`config.mk`:
```
export PLATFORM = sky130hd
export DESIGN_NAME = ball_motion_ctrl
export DESIGN_NICKNAME = d
export VERILOG_FILES = /design/src/rtl/ball_pkg.sv /design/src/rtl/ball_motion_ctrl_tick_divider.sv /design/src/rtl/ball_motion_ctrl.sv
export SDC_FILE = /design/constraint.sdc
export NUM_CORES = 1
export LEC_CHECK = 0
export ABC_AREA = 1
export BUFFER_PORTS_ARGS = -buffer_cell sky130_fd_sc_hd__buf_2
export CAP_MARGIN = 20
export CORE_MARGIN = 1
export CORE_UTILIZATION = 45
export CTS_CLUSTER_DIAMETER = 100
export CTS_CLUSTER_SIZE = 28
export DETAILED_ROUTE_END_ITERATION = 10
export HOLD_SLACK_MARGIN = 0.08
export PLACE_DENSITY_LB_ADDON = 0.15
export SETUP_SLACK_MARGIN = 0.02
export SLEW_MARGIN = 0
export SYNTH_ARGS = -nofsm -noshare
export SYNTH_HDL_FRONTEND = slang
export SYNTH_SLANG_ARGS = --single-unit
export TNS_END_PERCENT = 30
```
`constraint.sdc`:
```
create_clock -name CLOCK_50 -period 2.8 [get_ports CLOCK_50]
set_input_delay 0.7 -clock CLOCK_50 [delete_from_list [all_inputs] [get_ports CLOCK_50]]
set_output_delay 0.7 -clock CLOCK_50 [all_outputs]
set_load 0.02 [all_outputs]
```
`src/rtl/ball_pkg.sv`:
```
// Shared ball definitions: direction encoding, screen defaults and coordinate
// width, used by the motion controller, frame buffer and input decoder.
package ball_pkg;

    localparam int unsigned COORD_W = 11;
    localparam int unsigned DIR_W   = 2;
    localparam int unsigned SIZE_W  = 7;

    localparam int unsigned DEF_SCREEN_W = 320;
    localparam int unsigned DEF_SCREEN_H = 240;

    localparam logic [DIR_W-1:0] DIR_UP    = 2'b00;
    localparam logic [DIR_W-1:0] DIR_DOWN  = 2'b01;
    localparam logic [DIR_W-1:0] DIR_LEFT  = 2'b10;
    localparam logic [DIR_W-1:0] DIR_RIGHT = 2'b11;

    typedef struct packed {
        logic [COORD_W-1:0] x;
        logic [COORD_W-1:0] y;
        logic [DIR_W-1:0]   dir;
    } ball_state_t;

    // Largest legal top-left coordinate so the ball (size+1 pixels) stays on screen.
    function automatic logic [COORD_W-1:0] edge_limit(input int unsigned extent,
                                                      input logic [SIZE_W-1:0] size);
        return COORD_W'(extent - 32'(size) - 1);
    endfunction

endpackage

```
`src/rtl/ball_motion_ctrl_tick_divider.sv`:
```
// Motion tick divider: one-cycle tick every TICK_DIV enabled cycles; the count
// is held at zero whenever en is low.
module tick_divider #(
    parameter int unsigned TICK_DIV = 833333
) (
    input  logic clk,
    input  logic rst,
    input  logic en,
    output logic tick
);

    localparam int unsigned     CNT_W    = (TICK_DIV > 1) ? $clog2(TICK_DIV) : 1;
    localparam logic [CNT_W-1:0] CNT_LAST = CNT_W'(TICK_DIV - 1);

    logic [CNT_W-1:0] cnt_q;
    logic [CNT_W-1:0] cnt_d;
    logic             tick_q;
    logic             tick_d;

    always_comb begin
        cnt_d  = '0;
        tick_d = 1'b0;
        if (en) begin
            if (cnt_q == CNT_LAST) begin
                tick_d = 1'b1;
            end else begin
                cnt_d = cnt_q + CNT_W'(1);
            end
        end
    end

    always_ff @(posedge clk or posedge rst) begin
        if (rst) begin
            cnt_q  <= '0;
            tick_q <= 1'b0;
        end else begin
            cnt_q  <= cnt_d;
            tick_q <= tick_d;
        end
    end

    assign tick = tick_q;

endmodule

```
`src/rtl/ball_motion_ctrl.sv`:
```
// Ball position/direction owner: moves the ball STEP pixels per motion tick and
// strobes write_enable for the repaint. Define BALL_WRAP_EN to wrap at edges.
module ball_motion_ctrl
    import ball_pkg::*;
#(
    parameter int unsigned       SCREEN_W  = DEF_SCREEN_W,
    parameter int unsigned       SCREEN_H  = DEF_SCREEN_H,
    parameter int unsigned       TICK_DIV  = 833333,
    parameter int unsigned       START_X   = 150,
    parameter int unsigned       START_Y   = 110,
    parameter logic [DIR_W-1:0]  START_DIR = DIR_RIGHT
) (
    input  logic               CLOCK_50,
    input  logic               reset,
    input  logic               run,
    input  logic               dir_req_valid,
    input  logic [DIR_W-1:0]   dir_req,
    input  logic [SIZE_W-1:0]  SIZE,
    input  logic [SIZE_W-1:0]  STEP,
    output logic [COORD_W-1:0] ball_x,
    output logic [COORD_W-1:0] ball_y,
    output logic [DIR_W-1:0]   ball_direction,
    output logic               write_enable,
    output logic               tick_o
);

    localparam int unsigned SUM_W = COORD_W + 1;

    typedef enum logic [1:0] {
        ST_IDLE,
        ST_WAIT,
        ST_MOVE,
        ST_PAINT
    } state_t;

    state_t             state_q;
    state_t             state_d;
    ball_state_t        ball_q;
    ball_state_t        ball_d;
    ball_state_t        ball_moved;
    logic               pend_valid_q;
    logic               pend_valid_d;
    logic [DIR_W-1:0]   pend_dir_q;
    logic [DIR_W-1:0]   pend_dir_d;
    logic               we_q;
    logic               we_d;
    logic               tick;

    logic [COORD_W-1:0] x_max;
    logic [COORD_W-1:0] y_max;
    logic [COORD_W-1:0] step;
    logic [SUM_W-1:0]   x_sum;
    logic [SUM_W-1:0]   y_sum;
    logic [DIR_W-1:0]   dir_eff;

    tick_divider #(
        .TICK_DIV (TICK_DIV)
    ) u_tick_divider (
        .clk  (CLOCK_50),
        .rst  (reset),
        .en   (run),
        .tick (tick)
    );

    // Next position: pending request wins over the current direction, then the
    // edge test runs before any subtraction so nothing underflows.
    always_comb begin
        x_max   = edge_limit(SCREEN_W, SIZE);
        y_max   = edge_limit(SCREEN_H, SIZE);
        step    = COORD_W'(STEP);
        x_sum   = SUM_W'(ball_q.x) + SUM_W'(STEP);
        y_sum   = SUM_W'(ball_q.y) + SUM_W'(STEP);
        dir_eff = pend_valid_q ? pend_dir_q : ball_q.dir;

        ball_moved     = ball_q;
        ball_moved.dir = dir_eff;

        case (dir_eff)
            DIR_UP: begin
                if (ball_q.y < step) begin
`ifdef BALL_WRAP_EN
                    ball_moved.y   = y_max;
`else
                    ball_moved.y   = '0;
                    ball_moved.dir = DIR_DOWN;
`endif
                end else begin
                    ball_moved.y = ball_q.y - step;
                end
            end
            DIR_DOWN: begin
                if (y_sum > SUM_W'(y_max)) begin
`ifdef BALL_WRAP_EN
                    ball_moved.y   = '0;
`else
                    ball_moved.y   = y_max;
                    ball_moved.dir = DIR_UP;
`endif
                end else begin
                    ball_moved.y = y_sum[COORD_W-1:0];
                end
            end
            DIR_LEFT: begin
                if (ball_q.x < step) begin
`ifdef BALL_WRAP_EN
                    ball_moved.x   = x_max;
`else
                    ball_moved.x   = '0;
                    ball_moved.dir = DIR_RIGHT;
`endif
                end else begin
                    ball_moved.x = ball_q.x - step;
                end
            end
            default: begin
                if (x_sum > SUM_W'(x_max)) begin
`ifdef BALL_WRAP_EN
                    ball_moved.x   = '0;
`else
                    ball_moved.x   = x_max;
                    ball_moved.dir = DIR_LEFT;
`endif
                end else begin
                    ball_moved.x = x_sum[COORD_W-1:0];
                end
            end
        endcase
    end

    // Frame sequencing; a strobe seen in MOVE survives the clear and waits a tick.
    always_comb begin
        state_d      = state_q;
        ball_d       = ball_q;
        pend_valid_d = pend_valid_q;
        pend_dir_d   = pend_dir_q;
        we_d         = 1'b0;

        case (state_q)
            ST_IDLE: begin
                if (run) begin
                    state_d = ST_WAIT;
                end
            end
            ST_WAIT: begin
                if (!run) begin
                    state_d = ST_IDLE;
                end else if (tick) begin
                    state_d = ST_MOVE;
                end
            end
            ST_MOVE: begin
                ball_d       = ball_moved;
                pend_valid_d = 1'b0;
                we_d         = 1'b1;
                state_d      = ST_PAINT;
            end
            ST_PAINT: begin
                state_d = run ? ST_WAIT : ST_IDLE;
            end
            default: begin
                state_d = ST_IDLE;
            end
        endcase

        if (dir_req_valid) begin
            pend_valid_d = 1'b1;
            pend_dir_d   = dir_req;
        end
    end

    always_ff @(posedge CLOCK_50 or posedge reset) begin
        if (reset) begin
            state_q      <= ST_IDLE;
            ball_q       <= '{x: COORD_W'(START_X), y: COORD_W'(START_Y), dir: START_DIR};
            pend_valid_q <= 1'b0;
            pend_dir_q   <= DIR_UP;
            we_q         <= 1'b0;
        end else begin
            state_q      <= state_d;
            ball_q       <= ball_d;
            pend_valid_q <= pend_valid_d;
            pend_dir_q   <= pend_dir_d;
            we_q         <= we_d;
        end
    end

    assign ball_x         = ball_q.x;
    assign ball_y         = ball_q.y;
    assign ball_direction = ball_q.dir;
    assign write_enable   = we_q;
    assign tick_o         = tick;

endmodule

```
==> reports/metrics.sh <==
POSTSYNTHAREAPERCELL_UM2=6.611
SYNTH_CELLS=825
FINALNETCOUNT=1085
AREAGROWTHSYNTHTOFINISH_PCT=44.74
GRT_START_MAX_NET_PINS=21
MIN_PERIOD_OVER_PERIOD_PCT=112.9
ANTENNA_CELLS_INSERTED=0
REPORT.POWER.TOTAL_mW=3.541
LAYOUT-DRIVE-GT1-SHARE_PCT=38.55
LEAKAGE_POWER_TOTAL_nW=4.021
NETLIST_TOP_CELLS_AREA='dfrtp_1, nand2_1, ha_1'
GRT_PASS1_WL_UM=27090
DIE_AREA_UM2=12560
IR_DROP_mV=0.4042
DETAIL_ROUTE.WIRELENGTH.MET1_UM=7565
FIN_WS_PS=-362.1
MAPPEDNETLISTAREA_UM2=5454
RSZ0062_AT_GRT='true'
LAYOUT.FILLER_CELLS=1004
CLKTRANSATPATHREGS_PS=70
CLK_PATH_BUF_DEPTH=2
TIMING.FINAL.HOLD_VIOLATIONS=0
MAXCLOCKFREQUENCY_GHz=0.3162
SYNTH_TOP_FLOP_CELL='dfrtp_1'
NUM_IO_PINS=46
AVGROUTEDWIREPERCELL_UM=15.41
SYNTH_SEQ_CELLS=51
GRT.TOTAL_USAGE_PCT=26.78
GLOBAL_ROUTE.OVERFLOW_TOTAL=0
SETUP-VIOLATIONS-FINAL=23
DIE_W_UM=112.1
MET2_WL_UM=9221
WORST-PATH-MAX-FANOUT=5
SKEW_PS=7.350
DETAIL_ROUTE.WIRELENGTH_UM=17760
CTS_MADE_BUFFERS=5
CP.REQUIRED_PS=3020
SETUP_TNS_PS=-6880
DETAIL_ROUTE.VIAS_PER_CELL=5.280
WORST_HOLD_PATH_TYPE='input pin to asynchronous set/reset pin'
MAX-SLEW-MARGIN-REL_PCT=62.87
POWER-PER-CELL-AREA_nW_PER_UM2=448.5
CLOCK_SINKS=51
TRITONCTS_CLOCK_TREE='yes'
DIE_Y_UM=112.1
MASTER_CELL_OF_THE_CLOCK_ROOT_BUFFER='clkbuf_16'
POSTLAYOUTCELLAREA_UM2=7894
FIRST_ITER_VIOLATIONS=388
INITIAL_UTILIZATION_PCT=46.96
WORST_HOLD_SLACK_PS=342.2
GRT_ANTENNA_BEFORE_REPAIR=0
ROUTE.VIAS.TOTAL=6082
DR.PASS1.ITERS=8
YOSYS.AREA.TOP_TYPE_SHARE_PCT=18.35
FIRST_GLOBAL_VIAS=5787
TOTAL_NUMBER_OF_PLACEMENT_ROWS=39
CRITPATHARRIVALTIME_PS=3380
RUN_STATUS='finished, violations left'
ROUTE.DETAILED.DRC=1
POST_SYNTHESIS_CELL_TYPE_WITH_THE_LARGEST_COMBINED_AREA='dfrtp_1'
WORST_SLEW_PIN_SLEW_PS=551.1
YOSYS_WARNINGS=0
UTILIZATION_PCT=67.97
ROUTE.TOP_LAYER_USED='met4'
SYNTH.LIB_CELLS_USED.DISTINCT=46
DP.FINAL_HPWL_UM=13580
PLACE_AREA_UM2=6862
HTREE_LEVELS=2
PLACEABLECOREAREA_UM2=11610
MAXSLEWVIOLCOUNT=0
TIMING.SETUP.CRITICAL_PATH_CLASS='input pin to register'
CP_ENDPOINT_KIND='register'
ASYNC_FLOP_SHARE_PCT=100.0
SYNTH_ENABLE_FLOP_CELLS=0
STARTPOINT_TYPE='input pin'
MET3_LENGTH_UM=587
POST-ROUTE-MIN-PERIOD_PS=3162
ANTENNA_LEFT=0
CAP_VIOL_MAX_COUNT=0
NUMPORTBUFFERS=45
SEQ_AREA_FRAC_SYNTH_PCT=23.65
GLOBALPLACE.CONGESTION=0.9162
FAILED_CHECKS='design-rule violations, negative setup slack'
CLKLATENCYLATEPIN_PS=300
-- cell families (layout without fill, tap and decap cells) --
group / count (synthesis) / count (layout) / synth area share [%]
buffers and inverters: 154 / 332 / 10.83
AND/OR/NAND/NOR: 409 / 411 / 34.14
AO/OA/AOI/OAI: 115 / 115 / 11.45
other: 1 / 5 / 0.06876
adder cells (fa/ha/maj): 57 / 57 / 13.63
XOR/XNOR: 38 / 38 / 6.240
flip-flops: 51 / 51 / 23.65
-- worst paths after layout --
path,from,to,slack [ps],cells past startpoint
worst max-delay path,SIZE[0],ball_y[10],-360,22
worst min-delay path,reset,u_tick_divider.cnt_q[7],340,2
worst max register to register,ball_y[1],ball_y[10],-280,21
worst min register to register,u_tick_divider.cnt_q[0],u_tick_divider.cnt_q[0],470,1
max in group asynchronous,reset,ball_direction[0],1800,3
min in group CLOCK_50,u_tick_divider.cnt_q[0],u_tick_divider.cnt_q[0],470,1
-- cells in the mapped netlist, types with 2 or more instances --
| library cell | instances |
|---|---|
| buf_4 | 2 |
| o211ai_1 | 2 |
| clkbuf_1 | 4 |
| nor3b_1 | 2 |
| nor2_1 | 88 |
| nand2_1 | 182 |
| o21bai_1 | 3 |
| inv_1 | 131 |
| dfstp_2 | 11 |
| nor4_1 | 2 |
| nand3_2 | 6 |
| fa_1 | 4 |
| nor2_4 | 4 |
| xor2_1 | 32 |
| o2111ai_1 | 2 |
| dfrtp_1 | 40 |
| nand2_2 | 8 |
| inv_2 | 9 |
| o21ai_1 | 3 |
| nor3_1 | 13 |
| buf_2 | 4 |
| nand4_1 | 11 |
| a21o_1 | 4 |
| xnor2_1 | 5 |
| nor2_2 | 6 |
| nand3_1 | 78 |
| clkinv_1 | 4 |
| o21ai_0 | 33 |
| ha_1 | 53 |
| a21oi_1 | 63 |
-- worst max-delay path, cell delays in order --
cell and delay [ps]:
buf_8 80, clkinvlp_4 90, ha_4 180, nand3_4 100
nand2_4 80, nor2_4 120, xor2_2 210, nand2_1 130
o21ai_4 230, ha_4 240, a21o_1 190, nor2_2 130
nand2_1 60, nand2_1 50, nand2_1 40, nand2_1 80
nand2_2 90, nand2_4 120, nand2_4 70, nor2_4 150
nand2_2 70, a21oi_2 140
-- per-stage QoR --
stage,setup slack (ps),std cells
floorplan,-225.6,829
global placement,-928.5,1120
detailed placement,-1051,1120
CTS,-389.7,1137
global route,-500.6,1152
finish,-362.1,1152
-- repair_timing --
action	in CTS	in global routing
pin swaps	23	73
cloned	1	1
hold buffers	0	0
setup buffers	8	14
resized for setup	35	121
setup endpoints to repair	23	23
-- state kept, by name, indices dropped and copies added, names as in the netlist, 2 cells and up, named ones only --
| signal | flops |
|---|---|
| ball_direction | 2 |
| ball_x | 11 |
| ball_y | 11 |
| pend_dir_q | 2 |
| u_tick_divider.cnt_q | 20 |
-- per-layer routing --
metal	vias to the layer above	global-route usage (%)
met5	-	0
li1	3003	-
met2	124	49.23
met4	0	6.756
met3	33	2.700
met1	2922	33.48
-- where the power goes --
part	total (mW)	leakage [nW]	switching [mW]	internal, mW
Combinational	2.00	3.31	1.10	0.896
Sequential	0.837	0.633	0.0506	0.786
Clock	0.707	0.0771	0.285	0.423
-- cells in the final DEF (no fill, tap or decap), types with 6 or more instances in the layout --
| cell type | count |
|---|---|
| nand2_1 | 155 |
| o21ai_1 | 6 |
| dfstp_2 | 11 |
| dfrtp_1 | 40 |
| nand3_2 | 15 |
| inv_1 | 109 |
| nor2_4 | 14 |
| xor2_1 | 26 |
| inv_4 | 8 |
| nor2_2 | 14 |
| xor2_2 | 7 |
| ha_4 | 22 |
| nand2_2 | 28 |
| buf_4 | 136 |
| nor3_1 | 11 |
| ha_1 | 30 |
| o21ai_0 | 27 |
| a21oi_1 | 41 |
| nand3_1 | 65 |
| a21oi_2 | 21 |
| inv_2 | 22 |
| nor2_1 | 70 |
| nand2_4 | 10 |
| buf_2 | 39 |
| nand4_1 | 11 |
-- layout make-up --
type,count,area (um2),area share (%)
Multi-Input combinational cell,626,4412,55.89
Sequential cell,51,1290,16.34
Timing Repair Buffer,180,1276,16.17
Inverter,144,570.5,7.228
Tap cell,143,178.9,2.267
Clock buffer,6,128.9,1.633
Clock inverter,2,37.54,0.4755
No activity file was read; power rests on OpenSTA's default activity.
